$ cat src/rtl/fft_stage_sequencer.sv
// fft_stage_sequencer: walks every butterfly of an in-place radix-2 DIT FFT, emitting stage, index, addresses and twiddle
module fft_stage_sequencer #(
  parameter int LOG2_N = 6,
  localparam int STAGE_W = $clog2(LOG2_N),
  localparam int BF_W = LOG2_N - 1
) (
  input  logic               clk,
  input  logic               rst,
  input  logic               start,
  input  logic               hold,
  input  logic               abort,
  input  logic               continuous,
  output logic [STAGE_W-1:0] stage,
  output logic [BF_W-1:0]    count,
  output logic [LOG2_N-1:0]  addr_a,
  output logic [LOG2_N-1:0]  addr_b,
  output logic [BF_W-1:0]    tw_idx,
  output logic               valid,
  output logic               new_stage,
  output logic               busy,
  output logic               done
);
  typedef enum logic {IDLE, RUN} state_t;
  state_t              state_q, state_d;
  logic [STAGE_W-1:0]  stage_q, stage_d;
  logic [BF_W-1:0]     count_q, count_d;
  logic [LOG2_N-1:0]   addr_a_q, addr_a_d, addr_b_q, addr_b_d;
  logic [BF_W-1:0]     tw_q, tw_d;
  logic                done_q, done_d;
  logic [LOG2_N-1:0]   cw, mask, tw_full;
  logic                last_c, last_s;
  assign last_c = &count_q;
  assign last_s = stage_q == STAGE_W'(LOG2_N - 1);
  // Next state and butterfly position; abort overrides everything including the final consume
  always_comb begin
    state_d = state_q;
    stage_d = stage_q;
    count_d = count_q;
    done_d  = 1'b0;
    if (state_q == IDLE) begin
      if (start) begin
        state_d = RUN;
        stage_d = '0;
        count_d = '0;
      end
    end else if (!hold) begin
      if (!last_c) begin
        count_d = count_q + 1'b1;
      end else if (!last_s) begin
        count_d = '0;
        stage_d = stage_q + 1'b1;
      end else begin
        count_d = '0;
        stage_d = '0;
        done_d  = 1'b1;
        state_d = continuous ? RUN : IDLE;
      end
    end
    if (abort) begin
      state_d = IDLE;
      stage_d = '0;
      count_d = '0;
      done_d  = 1'b0;
    end
  end
  // Address and twiddle terms for the next tuple, forced to zero when idle
  always_comb begin
    cw       = LOG2_N'(count_d);
    mask     = (LOG2_N'(1) << stage_d) - 1'b1;
    tw_full  = (cw & mask) << (LOG2_N - 1 - int'(stage_d));
    addr_a_d = (state_d == RUN) ? (((cw & ~mask) << 1) | (cw & mask)) : '0;
    addr_b_d = (state_d == RUN) ? (addr_a_d | (LOG2_N'(1) << stage_d)) : '0;
    tw_d     = (state_d == RUN) ? tw_full[BF_W-1:0] : '0;
  end
  // State and registered outputs
  always_ff @(posedge clk or negedge rst) begin
    if (!rst) begin
      state_q  <= IDLE;
      stage_q  <= '0;
      count_q  <= '0;
      addr_a_q <= '0;
      addr_b_q <= '0;
      tw_q     <= '0;
      done_q   <= 1'b0;
    end else begin
      state_q  <= state_d;
      stage_q  <= stage_d;
      count_q  <= count_d;
      addr_a_q <= addr_a_d;
      addr_b_q <= addr_b_d;
      tw_q     <= tw_d;
      done_q   <= done_d;
    end
  end
  assign stage     = stage_q;
  assign count     = count_q;
  assign addr_a    = addr_a_q;
  assign addr_b    = addr_b_q;
  assign tw_idx    = tw_q;
  assign done      = done_q;
  assign valid     = state_q == RUN;
  assign busy      = state_q == RUN;
  assign new_stage = (state_q == RUN) && (count_q == '0);
endmodule

$ cat config.mk
export PLATFORM = sky130hd
export DESIGN_NAME = fft_stage_sequencer
export DESIGN_NICKNAME = d
export VERILOG_FILES = /design/src/rtl/fft_stage_sequencer.sv
export SDC_FILE = /design/constraint.sdc
export NUM_CORES = 1
export LEC_CHECK = 0
export CORE_MARGIN = 2
export CORE_UTILIZATION = 35
export DETAILED_ROUTE_END_ITERATION = 10
export PLACE_DENSITY = 0.57
export SETUP_SLACK_MARGIN = 0.15
export SKIP_CTS_REPAIR_TIMING = 1
export SYNTH_ARGS = -nofsm -noshare
export SYNTH_HDL_FRONTEND = slang
export SYNTH_SLANG_ARGS = --single-unit
$ cat constraint.sdc
create_clock -name clk -period 4.55 [get_ports clk]
set_input_delay 0.6825 -clock clk [delete_from_list [all_inputs] [get_ports clk]]
set_output_delay 0.6825 -clock clk [all_outputs]
set_load 0.05 [all_outputs]
== Yosys cells after proc, flatten, opt, wreduce, memory -nomap -nowiden ==
Cells that the tools add are included.
Widths: inputs -> output; s select.

* Register bits: 27
* Output and inout port bits: 29
* Word-level logic and storage cells: 48

* Add/subtract/negate cells: 4
* Equality and inequality tests: 1
* Shift operators: 2
* Mux-type cells: 26
* Bitwise logic cells: 5
* Reduce and logical (&&, ||, !) cells: 3

{| class="wikitable"
|+ Operator list
! operator !! number
|-
| $shl 6x32->5 || 1
|-
| $mux 5 || 6
|-
| $mux 3 || 6
|-
| $mux 1 || 12
|-
| $mux 6 || 2
|-
| $or 6x6->6 || 2
|-
| $and 5x6->6 || 1
|-
| $shl 1x3->6 const A || 1
|-
| $sub 6x1->6 const B || 1
|-
| $add 5x1->5 const B || 1
|-
| $and 5x5->5 || 1
|-
| $logic_not 5->1 || 1
|-
| $not 5->5 || 1
|-
| $reduce_and 5->1 || 1
|-
| $sub 3x3->4 const A || 1
|-
| $add 3x1->3 const B || 1
|-
| $eq 3x3->1 const B || 1
|-
| $logic_and 1x1->1 || 1
|}

== Longest topological paths before layout ==
Gate-level depths: netlist (run 1).

* Depth in word-level cells: 14
* Mapped depth: 15
* Mapped depth without buffers: 14

== Worst setup path before layout (run 1) ==
Ideal clock, no wire load.

* Path type: register -> register
* Start point: reg count_q[0], in the netlist count[0]
* End point: reg tw_q[4], in the netlist tw_idx[4]
* Arrival time: 3.449 ns
* Required time: 4.439 ns
* Path slack: 0.990 ns
* Stages on the path, launching flop included: 16
* Path buffers: 1
* Path through: dfrtp_1 > ha_1 > and3_1 > ha_1 > nor2b_1 > xnor2_1 > a211o_1 > inv_1 > buf_2 > nor3_1 > inv_1 > ha_1 > nand3b_1 > nor3_1 > o21ai_0 > a2111oi_2

* Word-level cells in the longest chain between the ends: 10
* Elaborated cells on any way between the ends: 21

{| class="wikitable"
|+ RTL lines
! item !! RTL line !! source
|-
| start, declared || 26 || <nowiki>logic [BF_W-1:0] count_q, count_d;</nowiki>
|-
| start signal, assigned || 88 || <nowiki>count_q <= count_d;</nowiki>
|-
| $reduce_and 5->1 (*) || 32 || <nowiki>assign last_c = &count_q;</nowiki>
|-
| $mux 3 (*) || 47 || <nowiki>if (!last_c) begin</nowiki>
|-
| $mux 3 (*) || 46 || <nowiki>end else if (!hold) begin</nowiki>
|-
| $mux 3 (*) || 40 || <nowiki>if (state_q == IDLE) begin</nowiki>
|-
| $mux 3 (*) || 59 || <nowiki>if (abort) begin</nowiki>
|-
| net stage_d[0] || 25 || <nowiki>logic [STAGE_W-1:0] stage_q, stage_d;</nowiki>
|-
| $shl 1x3->6 || 69 || <nowiki>mask = (LOG2_N'(1) << stage_d) - 1'b1;</nowiki>
|-
| $sub 6x1->6 || 69 ||
|-
| $and 5x6->6 || 70 || <nowiki>tw_full = (cw & mask) << (LOG2_N - 1 - int'(stage_d));</nowiki>
|-
| $shl 6x32->5 (*) || 70 ||
|-
| $mux 5 (*) || 73 || <nowiki>tw_d = (state_d == RUN) ? tw_full[BF_W-1:0] : '0;</nowiki>
|-
| net tw_d[4] || 28 || <nowiki>logic [BF_W-1:0] tw_q, tw_d;</nowiki>
|-
| end signal, assigned || 91 || <nowiki>tw_q <= tw_d;</nowiki>
|-
| end, declared || 28 ||
|}

Mark *: on every way through the listed nets, which the timed path passes. The rest lies on a longest branch.

== Worst setup path after layout (run 1) ==
* Start point: reg count_q[0], in the netlist count[0]
* End point: reg tw_q[4], in the netlist tw_idx[4]

* Word-level cells in the longest chain between the ends: 10
* Elaborated cells on any way between the ends: 21

{| class="wikitable"
|+ RTL lines
! item !! RTL line
|-
| $reduce_and 5->1 || 32
|-
| $mux 3 || 47
|-
| $mux 3 || 46
|-
| $mux 3 || 40
|-
| $mux 3 || 59
|-
| $shl 1x3->6 || 69
|-
| $sub 6x1->6 || 69
|-
| $and 5x6->6 || 70
|-
| $shl 6x32->5 || 70
|-
| $mux 5 (*) || 73
|-
| net tw_d[4] || 28
|}

Marked as above.

==> qor.csv, run 1 <==
metric;value;unit
core-area;4060;um2
ant_nets;0;
die_area;4790;um2
fmax;0.262;GHz
final.min_clock_period;3.81;ns
grt_pass1_vias;1252;
rsz0062_at_grt;false;
syn-instance-count;160;
syn_nets;171;
critPathRequiredTime;4.71;ns
max_slew_margin;0.517;
ys_warn_count;0;
mostFrequentLayoutCell;clkdlybuf4s50_1;
tns;0;ns
nets;205;
viasPerCell;5.12;
end_kind;register;
clock_latency;0.27;ns
dieWidth;69.2;um
start_util;0.367;
routed_wl;3440;um
die_h;69.2;um
cts_max_path_buffers;2;
p_per_area;231;nW/um2
ys_types;42;
drtIter0Drc;63;
syn_avg_cell_area;9.30;um2
syn_area;1490;um2
holdCritStartpoint;stage[2];
p_leak;0.835;nW
crit_fanout;14;
tightest_slew;0.720;ns
dpl.hpwl;2590;um
drc;0;
cts_sinks;27;
cts_buffers;3;
layout-drive-gt1-share;0.0570;
hold_class;register to register;
post-route-period-util;0.838;
slew_viol_final;0;
vias;1244;
setup-violations-final;0;
most-common-layout-cells;clkdlybuf4s50_1, dfrtp_1, nand2_1, nor2_1, inv_1;
startpoint_type;register;
r2r_start;count[0];
grt_max_degree;28;
crit_path_start;count[0];
gp_congestion;0.848;
cts-root-buf;clkbuf_8;
arrival;3.97;ns
antenna_found_initial;0;
syn2layout_area_growth;28.8;%
io_buffers;34;
first_pass_iters;4;
synth_seq_area_share;0.454;
grt_overflow;0;
core.rowCount;23;
grt_pass1_wl;6130;um
path_class;register to register;
grt_use_total;0.156;
holdWs;0.611;ns
clock_skew;0.00159;ns
status;finished, final reports clean;
maxCapViolations;0;
io-pin-count;35;
clk_pin_slew;0.09;ns
synth_seq_cells;27;
avgRoutedWirePerCell;14.1;um
synth-edff-count;0;
irDropWorstVdd;0.107;mV
async_flop_share;1.00;
hold_viol;0;
ctsHtreeMaxLevel;1;
n_antenna_cell;0;
cts_tree;done;
synth_ff_type;dfrtp_1;
[kinds of logic (layout without fill, tap and decap cells)]
kind of cell,count (synthesis),count (layout),share of synthesized area
flops,27,27,0.454
mux,5,5,0.0429
simple gates,66,66,0.235
xor+xnor,4,4,0.0236
compound gates,33,33,0.146
buf+inv,20,53,0.0563
fa+ha+maj,5,5,0.0421
[stage by stage]
step           cells  setup slack [ns]  cell area (um2)   util  total power [W]
2_1_floorplan    160             0.990             1490      -         0.000290
3_3_place_gp     239             0.733             1870  0.461         0.000314
3_5_place_dp     239             0.541             1870  0.461         0.000316
4_1_cts          243             0.727             1920  0.472         0.000447
5_1_grt          243             0.391             1920  0.472         0.000468
6_report         243             0.737             1920  0.472         0.000443
[worst paths after layout]
check	end	depth (start not counted)	slack (ns)
min in group asynchronous	done	2	0.78
max in group asynchronous	tw_idx[1]	2	3.53
max reg2reg	tw_idx[4]	14	0.74
max	tw_idx[4]	14	0.74
min	done	2	0.61
min reg2reg	done	2	0.61
[cells in the mapped netlist (2+ instances only)]
cell type,count,area (um2)
nor3_1,6,30.0
and2_1,5,31.3
nand3_1,8,40.0
nor2b_1,5,31.3
mux2i_1,3,30.0
and3_1,4,25.0
nand2_1,13,48.8
a211oi_1,2,15.0
o21ai_0,9,45.0
a21oi_1,9,45.0
inv_1,12,45.0
nand3b_1,3,22.5
clkbuf_1,4,15.0
xnor2_1,3,26.3
nand2b_1,2,12.5
buf_4,2,15.0
dfrtp_1,27,676
or3_1,2,12.5
nor2_1,13,48.8
ha_1,5,62.6
a31oi_1,2,12.5
[critical path: stages, from the launching register on]
cell	delay (ns)
dfrtp_1	0.45
ha_1	0.24
and3_1	0.18
ha_1	0.22
nor2b_1	0.15
xnor2_1	0.12
a211o_1	0.37
inv_1	0.34
nor3_1	0.15
inv_1	0.11
ha_1	0.41
nand3_1	0.21
nor3_1	0.25
o21ai_0	0.13
a2111oi_2	0.36
[flip-flops by register name, summed over array words and instances (netlist names)]
register  cells
tw_idx        5
addr_a        6
stage         3
count         5
done          1
busy          1
addr_b        6
[power by group]
group | internal (W) | total (W) | switching [W]
clock network | 0.0000627 | 0.000132 | 0.0000698
logic | 0.0000210 | 0.0000636 | 0.0000426
registers | 0.000243 | 0.000247 | 0.00000399
total | 0.000326 | 0.000443 | 0.000116
[area by class of cell]
cell class                 instances  area [um2]
clock buffer                       4        45.0
tap                               50        62.6
inverter                          13        48.8
multi-input combinational        113         728
sequential                        27         676
timing repair buffer              36         355
fill                             366        2140
[routing by layer]
metal,vias up,share of wire,GRT usage,wire [um]
met4,0,0.0090,0.0458,31
li1,627,-,-,-
met2,23,0.48,0.253,1640
met1,590,0.47,0.212,1620
met3,4,0.042,0.0291,144
met5,-,0,0,0
No activity file was read; power rests on OpenSTA's default activity.
==> inputs of run 2 (changes only) <==
--- a/config.mk
+++ b/config.mk
@@ -8,7 +8,7 @@
 export CORE_MARGIN = 2
 export CORE_UTILIZATION = 35
 export DETAILED_ROUTE_END_ITERATION = 10
-export PLACE_DENSITY = 0.57
+export PLACE_DENSITY = 0.59
 export SETUP_SLACK_MARGIN = 0.15
 export SKIP_CTS_REPAIR_TIMING = 1
 export SYNTH_ARGS = -nofsm -noshare
==> constraint.sdc (replaced) <==
create_clock -name clk -period 3.18 [get_ports clk]
set_input_delay 0.477 -clock clk [delete_from_list [all_inputs] [get_ports clk]]
set_output_delay 0.477 -clock clk [all_outputs]
set_load 0.05 [all_outputs]
==> qor.csv, run 2 (synthesis results as in run 1) <==
metric;value;unit;change
core-area;4060;um2;unchanged
crit_fanout;5;;was 14
antenna_found_initial;0;;unchanged
syn2layout_area_growth;47.9;%;was 28.8%
cts_buffers;3;;unchanged
grt_pass1_wl;6400;um;was 6130 um
grt_use_total;0.163;;was 0.156
avgRoutedWirePerCell;14.8;um;was 14.1 um
cts-root-buf;clkbuf_8;;unchanged
die_h;69.2;um;unchanged
routed_wl;3930;um;was 3440 um
io_buffers;34;;unchanged
max_slew_margin;0.461;;was 0.517
grt_overflow;0;;unchanged
slew_viol_final;0;;unchanged
path_class;register to register;;unchanged
ant_nets;0;;unchanged
path_cells;ha_4 > and3_4 > ha_4 > and4b_2 > mux2i_2 > or3_4 > inv_6 > nor2_4 > nand2_2 > ha_4 > nand3b_1 > nor3_2 > o21ai_1 > a2111oi_2;;was ha_1 > and3_1 > ha_1 > nor2b_1 > xnor2_1 > a211o_1 > inv_1 > nor3_1 > inv_1 > ha_1 > nand3_1 > nor3_1 > o21ai_0 > a2111oi_2
hold_class;input pin to async pin;;was register to register
hold_viol;0;;unchanged
critPathRequiredTime;3.34;ns;was 4.71 ns
vias;1374;;was 1244
layout-drive-gt1-share;0.270;;was 0.0570
cpPeakStageDelay;0.45;ns;about the same
dieWidth;69.2;um;unchanged
maxCapViolations;0;;unchanged
final.min_clock_period;3.15;ns;was 3.81 ns
startpoint_type;register;;unchanged
irDropWorstVdd;0.207;mV;was 0.107 mV
cts_sinks;27;;unchanged
core.rowCount;23;;unchanged
die_area;4790;um2;unchanged
most-common-layout-cells;clkdlybuf4s50_1, dfrtp_1, buf_4;;was clkdlybuf4s50_1, dfrtp_1, nand2_1, nor2_1, inv_1
start_util;0.367;;unchanged
gp_congestion;0.861;;was 0.848
arrival;3.31;ns;was 3.97 ns
worst-path-buf-inv;1;;was 2
slowest_stage;dfrtp_2;;was dfrtp_1
cts_max_path_buffers;2;;unchanged
n_antenna_cell;0;;unchanged
tightest_slew;0.788;ns;was 0.720 ns
instances_no_fill;265;;was 243
dp_cells;254;;was 239
drtIter0Drc;56;;was 63
first_pass_iters;4;;unchanged
rsz0062_at_grt;true;;was false
post-route-period-util;0.989;;was 0.838
fin_util;0.542;;was 0.472
drc;0;;unchanged
r2r_start;count[1];;was count[0]
io-pin-count;35;;unchanged
end_kind;register;;unchanged
viasPerCell;5.18;;was 5.12
p_per_area;296;nW/um2;was 231 nW/um2
clk_pin_slew;0.09;ns;about the same
mostFrequentLayoutCell;clkdlybuf4s50_1;;unchanged
p_leak;0.934;nW;was 0.835 nW
setup-violations-final;0;;unchanged
ctsHtreeMaxLevel;1;;unchanged
fmax;0.318;GHz;was 0.262 GHz
crit_top_cell;ha_4;;was ha_1
grt_max_degree;28;;unchanged
pre_cts_ws;-0.0187;ns;was 0.541 ns
critPathTopFamily;simple AND/OR/NAND/NOR gates;;unchanged
grt_pass1_vias;1386;;was 1252
clock_latency;0.27;ns;about the same
crit_path_start;count[1];;was count[0]
nets;227;;was 205
clock_skew;0.00246;ns;was 0.00159 ns
status;finished, final reports clean;;unchanged
cts_tree;done;;unchanged
timing.final.ws_setup;0.0334;ns;was 0.737 ns
dpl.hpwl;2860;um;was 2590 um
-- run 2: changes by cell type in the layout (fill, tap and decap cells not counted), moves of 2 or more --
cell     previous run  this run
ha_4                0         3
inv_1              12         9
a21oi_2             1         3
nor2b_1             5         3
ha_1                5         1
inv_2               1         3
a21oi_1             9         7
dfrtp_1            27        23
buf_4               2        23
dfrtp_2             0         4
nor3_2              0         2
nor3_1              6         3
-- run 2: worst reg2reg max path, delay by kind of cell, from the launching register on --
| family | cells | cell delay, ns |
|---|---|---|
| flops | 1 | 0.45 |
| mux | 1 | 0.16 |
| fa+ha+maj | 3 | 0.54 |
| buf+inv | 1 | 0.10 |
| simple gates | 7 | 1.32 |
| compound gates | 2 | 0.48 |
-- run 2: final cells by class --
type,instances,area [um2]
timing repair buffer,58,524
clock buffer,3,41.3
fill,353,1860
inverter,13,53.8
tap,50,62.6
sequential,27,681
clock inverter,1,5.00
multi-input combinational,113,832
-- run 2: metal layers --
metal	share of wire	GRT usage	up-vias	wire length (um)
li1	-	-	672	-
met1	0.46	0.220	661	1800
met2	0.49	0.267	37	1940
met3	0.040	0.0363	4	158
met4	0.0092	0.0414	0	36
met5	0	0	-	0
-- run 2: metrics by stage --
| step | TNS [ns] | power [W] | hold slack (ns) | cell area, um2 |
|---|---|---|---|---|
| floorplan | 0 | 0.000418 | 0.181 | 1550 |
| global placement | 0 | 0.000463 | 0.608 | 2040 |
| detailed placement | -0.0187 | 0.000464 | 0.621 | 2040 |
| CTS | -0.0175 | 0.000654 | 0.583 | 2090 |
| global route | -0.144 | 0.000688 | 0.602 | 2200 |
| finish | 0 | 0.000652 | 0.574 | 2200 |
-- run 2: path summary, 6_finish.rpt --
kind / to / slack (ns) / depth (start not counted)
worst min-delay path: busy / 0.57 / 2
min in group clk: done / 0.64 / 2
worst max-delay path: tw_idx[4] / 0.03 / 14
worst min register to register: done / 0.64 / 2
worst max register to register: tw_idx[4] / 0.03 / 14
max in group asynchronous: count[3] / 2.33 / 2
-- run 2: report_power, final --
group | internal, W | leakage, nW | switching, W
Clock | 0.0000877 | 0.0255 | 0.000102
Combinational | 0.0000431 | 0.542 | 0.0000689
Sequential | 0.000347 | 0.367 | 0.00000354
Total | 0.000478 | 0.934 | 0.000174
==> inputs of run 3 (changes only) <==
--- a/config.mk
+++ b/config.mk
@@ -5,7 +5,7 @@
 export SDC_FILE = /design/constraint.sdc
 export NUM_CORES = 1
 export LEC_CHECK = 0
-export CORE_MARGIN = 2
+export CORE_MARGIN = 8
 export CORE_UTILIZATION = 35
 export DETAILED_ROUTE_END_ITERATION = 10
 export PLACE_DENSITY = 0.59
==> qor.csv, run 3 (synthesis results as in run 1) <==
metric;value;unit;change
fin_util;0.548;;was 0.542
final.min_clock_period;3.20;ns;was 3.15 ns
cts_max_path_buffers;2;;unchanged
clk_pin_slew;0.09;ns;about the same
cts-root-buf;clkbuf_8;;unchanged
n_antenna_cell;0;;unchanged
die_area;6590;um2;was 4790 um2
end_kind;register;;unchanged
post-route-period-util;1.00;;was 0.989
mostFrequentLayoutCell;clkdlybuf4s50_1;;unchanged
die_h;81.2;um;was 69.2 um
grt_use_total;0.126;;was 0.163
gp_congestion;0.852;;was 0.861
critPathTopFamily;simple AND/OR/NAND/NOR gates;;unchanged
start_util;0.367;;unchanged
path_cells;ha_4 > and3_4 > ha_4 > and4b_2 > mux2i_2 > or3_4 > inv_6 > nor2_4 > nand2_2 > ha_4 > nand3b_1 > nor3_2 > o21ai_1 > a2111oi_2;;unchanged
arrival;3.35;ns;was 3.31 ns
cts_buffers;3;;unchanged
p_per_area;296;nW/um2;about the same
grt_pass1_vias;1356;;was 1386
ctsHtreeMaxLevel;1;;unchanged
path_class;register to register;;unchanged
nets;230;;was 227
r2r_slack;-0.02;ns;was 0.03 ns
use_met3;0.0287;;was 0.0363
p_leak;0.948;nW;was 0.934 nW
core-area;4060;um2;unchanged
setup-violations-final;1;;was 0
dieWidth;81.2;um;was 69.2 um
grt_max_degree;28;;unchanged
maxCapViolations;0;;unchanged
vias;1357;;was 1374
irDropWorstVdd;0.188;mV;was 0.207 mV
top_usage_layer;met2;;unchanged
clock_skew;0.00463;ns;was 0.00246 ns
tightest_slew;0.840;ns;was 0.788 ns
dp_cells;254;;unchanged
ant_nets;0;;unchanged
cts_sinks;27;;unchanged
totalPowerFinal;0.000657;W;was 0.000652 W
grt_util_met2;0.221;;was 0.267
hold_class;input pin to async pin;;unchanged
grt_overflow;0;;unchanged
io_buffers;34;;unchanged
timing.final.ws_setup;-0.0151;ns;was 0.0334 ns
gr-usage-met1;0.147;;was 0.220
status;finished with violations;;was finished, final reports clean
startpoint_type;register;;unchanged
first_pass_iters;4;;unchanged
violations;negative setup slack;;
io-pin-count;35;;unchanged
cpPeakStageDelay;0.45;ns;about the same
clock_latency;0.27;ns;about the same
fill_cells;361;;was 353
most-common-layout-cells;clkdlybuf4s50_1, buf_4, dfrtp_1;;was clkdlybuf4s50_1, dfrtp_1, buf_4
grt_pass1_wl;6650;um;was 6400 um
crit_fanout;6;;was 5
cts_tree;done;;unchanged
routed_wl;4190;um;was 3930 um
viasPerCell;5.06;;was 5.18
slowest_stage;dfrtp_2;;unchanged
max_slew_margin;0.426;;was 0.461
avgRoutedWirePerCell;15.6;um;was 14.8 um
layout-drive-gt1-share;0.266;;was 0.270
hold_viol;0;;unchanged
drc;0;;unchanged
worst-path-buf-inv;1;;unchanged
crit_top_cell;ha_4;;unchanged
syn2layout_area_growth;49.5;%;was 47.9%
rsz0062_at_grt;true;;unchanged
dpl.hpwl;3190;um;was 2860 um
core.rowCount;23;;unchanged
slew_viol_final;0;;unchanged
drtIter0Drc;83;;was 56
critPathRequiredTime;3.34;ns;about the same
antenna_found_initial;0;;unchanged
fmax;0.313;GHz;was 0.318 GHz
instances_no_fill;268;;was 265
==> run 3: path summary, 6_finish.rpt <==
path / startpoint / end / cells past startpoint
max: count[0] / tw_idx[4] / 14
min: rst / busy / 2
max reg2reg: count[0] / tw_idx[4] / 14
min reg2reg: stage[2] / done / 2
max in group asynchronous: rst / count[1] / 2
min in group clk: stage[2] / done / 2
==> run 3: report_power, final <==
part / switching [W] / internal (W)
clock: 0.000103 / 0.0000896
sequential: 0.00000324 / 0.000347
combinational: 0.0000700 / 0.0000442
total: 0.000176 / 0.000481
==> run 3: layout make-up <==
cell class	count	area, um2	share of cell area
multi-input combinational	113	838	0.377
sequential	27	681	0.306
timing repair buffer	61	543	0.244
tap	50	62.6	0.0281
inverter	13	53.8	0.0242
clock buffer	4	45.0	0.0203
==> run 3: layer usage <==
metal	routed length, um	vias up
met5	0	-
met4	34	0
met3	259	4
met2	2090	32
met1	1810	646
li1	-	675
==> run 3: per-stage QoR <==
step	setup TNS, ns	area (um2)	setup WS, ns	hold WS [ns]
finish	-0.0151	2220	-0.0151	0.571
global route	-0.236	2220	-0.171	0.620
CTS	-0.0412	2090	-0.0261	0.594
detailed placement	-0.0152	2040	-0.0136	0.626
global placement	0	2040	0.0664	0.616
floorplan	0	1550	0.0159	0.181
==> run 3: worst reg2reg max path, cell delays in order (launching register included) <==
cell and delay (ns):
dfrtp_2 0.45, ha_4 0.17, and3_4 0.18, ha_4 0.17
and4b_2 0.24, mux2i_2 0.16, or3_4 0.43, inv_6 0.10
nor2_4 0.04, nand2_2 0.09, ha_4 0.21, nand3b_1 0.21
nor3_2 0.17, o21ai_1 0.11, a2111oi_2 0.36
